==> config.mk <==
export PLATFORM = sky130hd
export DESIGN_NAME = mp3_button_conditioner
export DESIGN_NICKNAME = d
export VERILOG_FILES = /design/src/rtl/mp3_btn_pkg.sv /design/src/rtl/mp3_btn_channel.sv /design/src/rtl/mp3_button_conditioner.sv
export SDC_FILE = /design/constraint.sdc
export NUM_CORES = 1
export LEC_CHECK = 0
export CORE_MARGIN = 3
export CORE_UTILIZATION = 46
export CTS_BUF_LIST = sky130_fd_sc_hd__clkbuf_8
export DETAILED_ROUTE_END_ITERATION = 10
export PLACE_DENSITY = 0.63
export SLEW_MARGIN = 20
export SYNTH_ARGS = -nofsm -noshare
export SYNTH_HDL_FRONTEND = slang
export SYNTH_HIERARCHICAL = 1
export SYNTH_SLANG_ARGS = --single-unit
==> constraint.sdc <==
create_clock -name clk_clk -period 3 [get_ports clk_clk]
set_input_delay 0.3 -clock clk_clk [delete_from_list [all_inputs] [get_ports clk_clk]]
set_output_delay 0.3 -clock clk_clk [all_outputs]
set_load 0.05 [all_outputs]
==> src/rtl/mp3_btn_pkg.sv <==
// Shared constants and helpers for the MP3 button conditioner.
// Cycle defaults assume a 50 MHz system clock.
package mp3_btn_pkg;

  localparam int unsigned DEBOUNCE_50M = 1000000;
  localparam int unsigned LONG_50M     = 50000000;
  localparam int unsigned REPEAT_50M   = 10000000;

  // clog2(n) with a floor of 1 bit
  function automatic int unsigned cnt_width(input int unsigned n);
    int unsigned w;
    w = 1;
    for (int i = 1; i < 32; i++) begin
      if ((64'd1 << i) < 64'(n)) w = i + 1;
    end
    return w;
  endfunction

endpackage

==> src/rtl/mp3_btn_channel.sv <==
// One button channel: 2-flop sync, debounce, hold timer, optional repeat.
// Auto-repeat is built when MP3_BTN_AUTO_REPEAT_EN is defined.
module mp3_btn_channel
  import mp3_btn_pkg::*;
#(
  parameter int unsigned DEBOUNCE_CYCLES = DEBOUNCE_50M,
  parameter int unsigned LONG_CYCLES     = LONG_50M,
  parameter int unsigned REPEAT_CYCLES   = REPEAT_50M
) (
  input  logic clk_i,
  input  logic rst_i,
  input  logic key_i,
  output logic level_o,
  output logic press_o,
  output logic release_o,
  output logic long_o
);

  localparam int unsigned DW = cnt_width(DEBOUNCE_CYCLES);
  localparam int unsigned HW = cnt_width(LONG_CYCLES) + 1;
  localparam logic [DW-1:0] D_LAST = DW'(DEBOUNCE_CYCLES - 1);
  localparam logic [HW-1:0] H_LAST = HW'(LONG_CYCLES - 1);
  localparam logic [HW-1:0] H_SAT  = HW'(LONG_CYCLES);

  if (DEBOUNCE_CYCLES < 2) begin : g_bad_db
    $error("DEBOUNCE_CYCLES must be >= 2");
  end
  if (LONG_CYCLES <= DEBOUNCE_CYCLES) begin : g_bad_long
    $error("LONG_CYCLES must exceed DEBOUNCE_CYCLES");
  end
  if (REPEAT_CYCLES < 1) begin : g_bad_rep
    $error("REPEAT_CYCLES must be >= 1");
  end

  logic [1:0]    sync_q, sync_d;
  logic          stable_q, stable_d;
  logic [DW-1:0] dc_q, dc_d;
  logic [HW-1:0] hc_q, hc_d;
  logic          press_q, press_d;
  logic          rel_q, rel_d;
  logic          long_q, long_d;
  logic          s;

  assign s = sync_q[1];

`ifdef MP3_BTN_AUTO_REPEAT_EN
  localparam int unsigned RW = cnt_width(REPEAT_CYCLES);
  localparam logic [RW-1:0] R_LAST = RW'(REPEAT_CYCLES - 1);

  logic [RW-1:0] rc_q, rc_d;
  logic          rep;

  always_comb begin
    rc_d = '0;
    rep  = 1'b0;
    if (stable_q && hc_q == H_SAT && !rel_d) begin
      if (rc_q == R_LAST) rep = 1'b1;
      else rc_d = rc_q + RW'(1);
    end
  end

  always_ff @(posedge clk_i) begin
    if (rst_i) rc_q <= '0;
    else rc_q <= rc_d;
  end
`else
  logic rep;
  assign rep = 1'b0;
`endif

  always_comb begin
    sync_d   = {sync_q[0], key_i};
    stable_d = stable_q;
    dc_d     = '0;
    press_d  = 1'b0;
    rel_d    = 1'b0;
    if (s != stable_q) begin
      if (dc_q == D_LAST) begin
        stable_d = s;
        press_d  = s;
        rel_d    = ~s;
      end else begin
        dc_d = dc_q + DW'(1);
      end
    end
    press_d = press_d | rep;
  end

  // hc saturates at LONG_CYCLES so long_o fires once per hold
  always_comb begin
    hc_d   = '0;
    long_d = 1'b0;
    if (stable_q) begin
      hc_d   = (hc_q == H_SAT) ? hc_q : hc_q + HW'(1);
      long_d = (hc_q == H_LAST);
    end
  end

  always_ff @(posedge clk_i) begin
    if (rst_i) begin
      sync_q   <= '0;
      stable_q <= 1'b0;
      dc_q     <= '0;
      hc_q     <= '0;
      press_q  <= 1'b0;
      rel_q    <= 1'b0;
      long_q   <= 1'b0;
    end else begin
      sync_q   <= sync_d;
      stable_q <= stable_d;
      dc_q     <= dc_d;
      hc_q     <= hc_d;
      press_q  <= press_d;
      rel_q    <= rel_d;
      long_q   <= long_d;
    end
  end

  assign level_o   = stable_q;
  assign press_o   = press_q;
  assign release_o = rel_q;
  assign long_o    = long_q;

endmodule

==> src/rtl/mp3_button_conditioner.sv <==
// Conditions raw board keys into clean levels and event pulses.
// Optional auto-repeat: define MP3_BTN_AUTO_REPEAT_EN.
module mp3_button_conditioner
  import mp3_btn_pkg::*;
#(
  parameter int unsigned N_BTN           = 3,
  parameter int unsigned DEBOUNCE_CYCLES = DEBOUNCE_50M,
  parameter int unsigned LONG_CYCLES     = LONG_50M,
  parameter int unsigned REPEAT_CYCLES   = REPEAT_50M,
  parameter int unsigned ACTIVE_LOW      = 1
) (
  input  logic             clk_clk,
  input  logic             reset_reset,
  input  logic [N_BTN-1:0] btn_raw,
  output logic [N_BTN-1:0] buttons_export_export,
  output logic [N_BTN-1:0] press_pulse,
  output logic [N_BTN-1:0] release_pulse,
  output logic [N_BTN-1:0] long_pulse
);

  localparam logic POL = (ACTIVE_LOW != 0);

  logic [N_BTN-1:0] key;

  // after this, 1 always means pressed
  assign key = btn_raw ^ {N_BTN{POL}};

  for (genvar g = 0; g < N_BTN; g++) begin : g_ch
    mp3_btn_channel #(
      .DEBOUNCE_CYCLES(DEBOUNCE_CYCLES),
      .LONG_CYCLES    (LONG_CYCLES),
      .REPEAT_CYCLES  (REPEAT_CYCLES)
    ) u_ch (
      .clk_i    (clk_clk),
      .rst_i    (reset_reset),
      .key_i    (key[g]),
      .level_o  (buttons_export_export[g]),
      .press_o  (press_pulse[g]),
      .release_o(release_pulse[g]),
      .long_o   (long_pulse[g])
    );
  end

endmodule

==> impl_metrics.toml <==
[worst_setup_path]
cp-start-kind = "flop"
max_stage_delay_ns = 0.64
crit_arrival_ns = 2.45
crit_path_end_kind = "flop"
cp.buffers_inverters = 0
critPathTopFamily = "simple AND/OR/NAND/NOR gates"
r2r_cells = 5
path_cells = "ha_1 -> nand2_1 -> nor4_2 -> nand2b_1 -> nor2_1"
path_depth = 5
cp_slowest_cell = "nand2b_1"
crit_fanout = 20
required_ns = 3.29
crit_type = "flop to flop"

[yosys]
synth_area_sq_um = 7020
synth.avg_cell_area_sq_um = 9.00
ys_warn_count = 6
synthesis.instances = 780
yosysSeqAreaShare_pct = 45.3
ys_seq_elements = 159
synth_cell_types = 33
syn-num-nets = 794

[run]
drv_cap = 0

[clocking]
postCtsHoldBufs = 0
ctsResizeCount = 0
clkLatencyLatePin_ns = 0.44
cts-root-buf = "clkbuf_8"
clk_pin_slew_ns = 0.08
htree_num_levels = 4
cts_buffer_depth = 2
cts_sinks = 159
cts_setup_buffers = 0
cts_buffers = 17
cts_tree = "done"

[die]
die_area_sq_um = 16800
start_util_pct = 47.6
fp.dieH_um = 130
coreArea_sq_um = 14800
die_w_um = 130
rows = 44
ios = 17

[timing]
period_share_pct = 72.2
worstMarginPinSlew_ns = 0.722
period_needed_ns = 2.17
hold_viol_final = 0
hold_ws_ns = 0.441
finalSetupViolCount = 0
clock.fmax_ghz = 0.462
fin_setup_tns_ns = 0
rsz0062_at_grt = "no"
slew_viol_final = 0
max_slew_margin_pct = 51.9
clock_skew_ns = 0.00938

[global_route]
grt_usage_pct = 16.3
grt_max_degree = 29
globalRoute.totalOverflow = 0
grt_pass1_vias = 5134
grt_pass1_wl_mm = 22.6
antenna_found_initial = 0

[power]
ir_drop_uv = 302
p_per_area_nw_per_um2 = 477
p_leak_nw = 2.58
total_power_w = 0.00371

[final_layout]
drive_gt1_share_pct = 7.35
fill_cells = 1330
n_antenna_cell = 0
multi_input_area_sq_um = 3710
syn_to_final_growth_pct = 10.7
instances_no_fill = 1000
regArea_sq_um = 3180
nNetsFinal = 817

[routing]
antenna_left = 0
drt_iter0_markers = 239
wl_per_cell_um = 12.9
viasPerCell = 5.29
wirelength_mm = 12.9
first_pass_iters = 4
drc = 0
vias = 5285

[place]
hpwl_mm = 8.98
placedCellCount = 968
gp_congestion = 0.750
port_buffers = 16

[worst_hold_path]
whs_path_depth = 1
min_path_type = "flop to flop"

[run_status]
status = "finished clean"
[synth_stat cells]
| cell | instances | share of area, % |
|---|---|---|
| nand4_1 | 30 | 2.7 |
| or3b_2 | 3 | 0.37 |
| ha_1 | 9 | 1.6 |
| nand4_2 | 3 | 0.53 |
| nand3b_1 | 3 | 0.32 |
| or4_1 | 3 | 0.32 |
| nand3_1 | 60 | 4.3 |
| nor4_4 | 6 | 1.8 |
| nor2b_1 | 6 | 0.53 |
| nor4b_1 | 9 | 1.1 |
| and4_1 | 18 | 2.2 |
| dfxtp_1 | 159 | 45 |
| nand3_4 | 3 | 0.75 |
| nor4_2 | 3 | 0.53 |
| nand3_2 | 3 | 0.43 |
| nor4b_4 | 3 | 1.0 |
| and3_1 | 12 | 1.1 |
| xnor2_1 | 27 | 3.4 |
| a21oi_1 | 6 | 0.43 |
| nor4_1 | 9 | 0.80 |
| mux2i_1 | 6 | 0.86 |
| or3_1 | 3 | 0.27 |
| nand2b_1 | 12 | 1.1 |
| o211ai_1 | 3 | 0.32 |
| buf_2 | 6 | 0.43 |
| o21ai_0 | 3 | 0.21 |
| nor2_1 | 168 | 9.0 |
| inv_1 | 18 | 0.96 |
| nand2_1 | 60 | 3.2 |
| clkbuf_1 | 9 | 0.48 |
| nor3_1 | 15 | 1.1 |
| xor2_1 | 99 | 12 |
| or2_2 | 3 | 0.27 |
[worst register-to-register path, cell delays in order, from the launching register on]
cell      delay [ns]
dfxtp_1         0.41
ha_1            0.24
nand2_1         0.12
nor4_2          0.46
nand2b_1        0.64
nor2_1          0.14
[power breakdown]
group          leakage (nW)  switching (W)  internal, W
combinational          1.09      0.0000128   0.00000958
clock                 0.210       0.000753     0.000821
sequential             1.28     0.00000365      0.00211
[registers in the layout (all words and copies together) (netlist names)]
name                 count
g_ch.u_ch/release_o      3
g_ch.u_ch/level_o        3
g_ch.u_ch/sync_q         6
g_ch.u_ch/press_o        3
g_ch.u_ch/long_o         3
g_ch.u_ch/hc_q          81
g_ch.u_ch/dc_q          60
[final cells by class]
class	instances	area share, %
Clock inverter	11	1.48
Tap cell	184	2.96
Multi-Input combinational cell	588	47.7
Inverter	18	0.869
Sequential cell	159	40.9
Clock buffer	21	3.72
Timing Repair Buffer	19	2.35
[cell families (layout without fill, tap and decap cells)]
family / count (synthesis) / in the layout / share of synthesized area, %
flops: 159 / 159 / 45.3
mux: 6 / 6 / 0.855
compound gates: 12 / 12 / 0.962
xor+xnor: 126 / 126 / 15.7
simple gates: 435 / 435 / 33.7
fa+ha+maj: 9 / 9 / 1.60
buf+inv: 33 / 69 / 1.87
[cells in the final DEF (no fill, tap or decap), types with 6 or more instances in the layout]
| master | netlist | final |
|---|---|---|
| clkbuf_8 | 0 | 21 |
| mux2i_1 | 6 | 6 |
| xor2_1 | 99 | 99 |
| nor4_4 | 6 | 6 |
| clkdlybuf4s50_1 | 0 | 16 |
| and3_1 | 12 | 12 |
| nand3_1 | 60 | 60 |
| nor2b_1 | 6 | 6 |
| nor4b_1 | 9 | 9 |
| nor3_1 | 15 | 15 |
| nor4_1 | 9 | 9 |
| and4_1 | 18 | 18 |
| a21oi_1 | 6 | 6 |
| nand2b_1 | 12 | 12 |
| dfxtp_1 | 159 | 159 |
| xnor2_1 | 27 | 27 |
| inv_1 | 18 | 20 |
| nand2_1 | 60 | 60 |
| ha_1 | 9 | 9 |
| nand4_1 | 30 | 30 |
| nor2_1 | 168 | 168 |
[stage by stage]
step	util (%)	setup slack [ns]	area, sq um
after global routing	52.7	0.491	7780
final	52.7	0.833	7780
after global placement	50.0	0.942	7370
after detailed placement	50.0	0.819	7370
after floorplan	-	1.26	7020
after CTS	52.7	0.801	7780
[per-layer routing]
layer  global-route usage [%]  part of all wire, %  vias to the layer above
li1                         -                    -                     2703
met3                     4.62                  3.1                        9
met2                     27.4                   49                       54
met1                     20.0                   47                     2519
met4                     5.87                 0.99                        0
met5                        0                    0                        -
[path summary, 6_finish.rpt]
check,from,end,slack [ns]
max,g_ch[2].u_ch/dc_q[0]$_SDFF_PP0_,g_ch[2].u_ch/dc_q[17]$_SDFF_PP0_,0.83
max reg2reg,g_ch[2].u_ch/dc_q[0]$_SDFF_PP0_,g_ch[2].u_ch/dc_q[17]$_SDFF_PP0_,0.83
min reg2reg,g_ch[0].u_ch/sync_q[0]$_SDFF_PP0_,g_ch[0].u_ch/sync_q[1]$_SDFF_PP0_,0.44
min,g_ch[0].u_ch/sync_q[0]$_SDFF_PP0_,g_ch[0].u_ch/sync_q[1]$_SDFF_PP0_,0.44
Note: power is estimated with default switching activity, not from simulation.
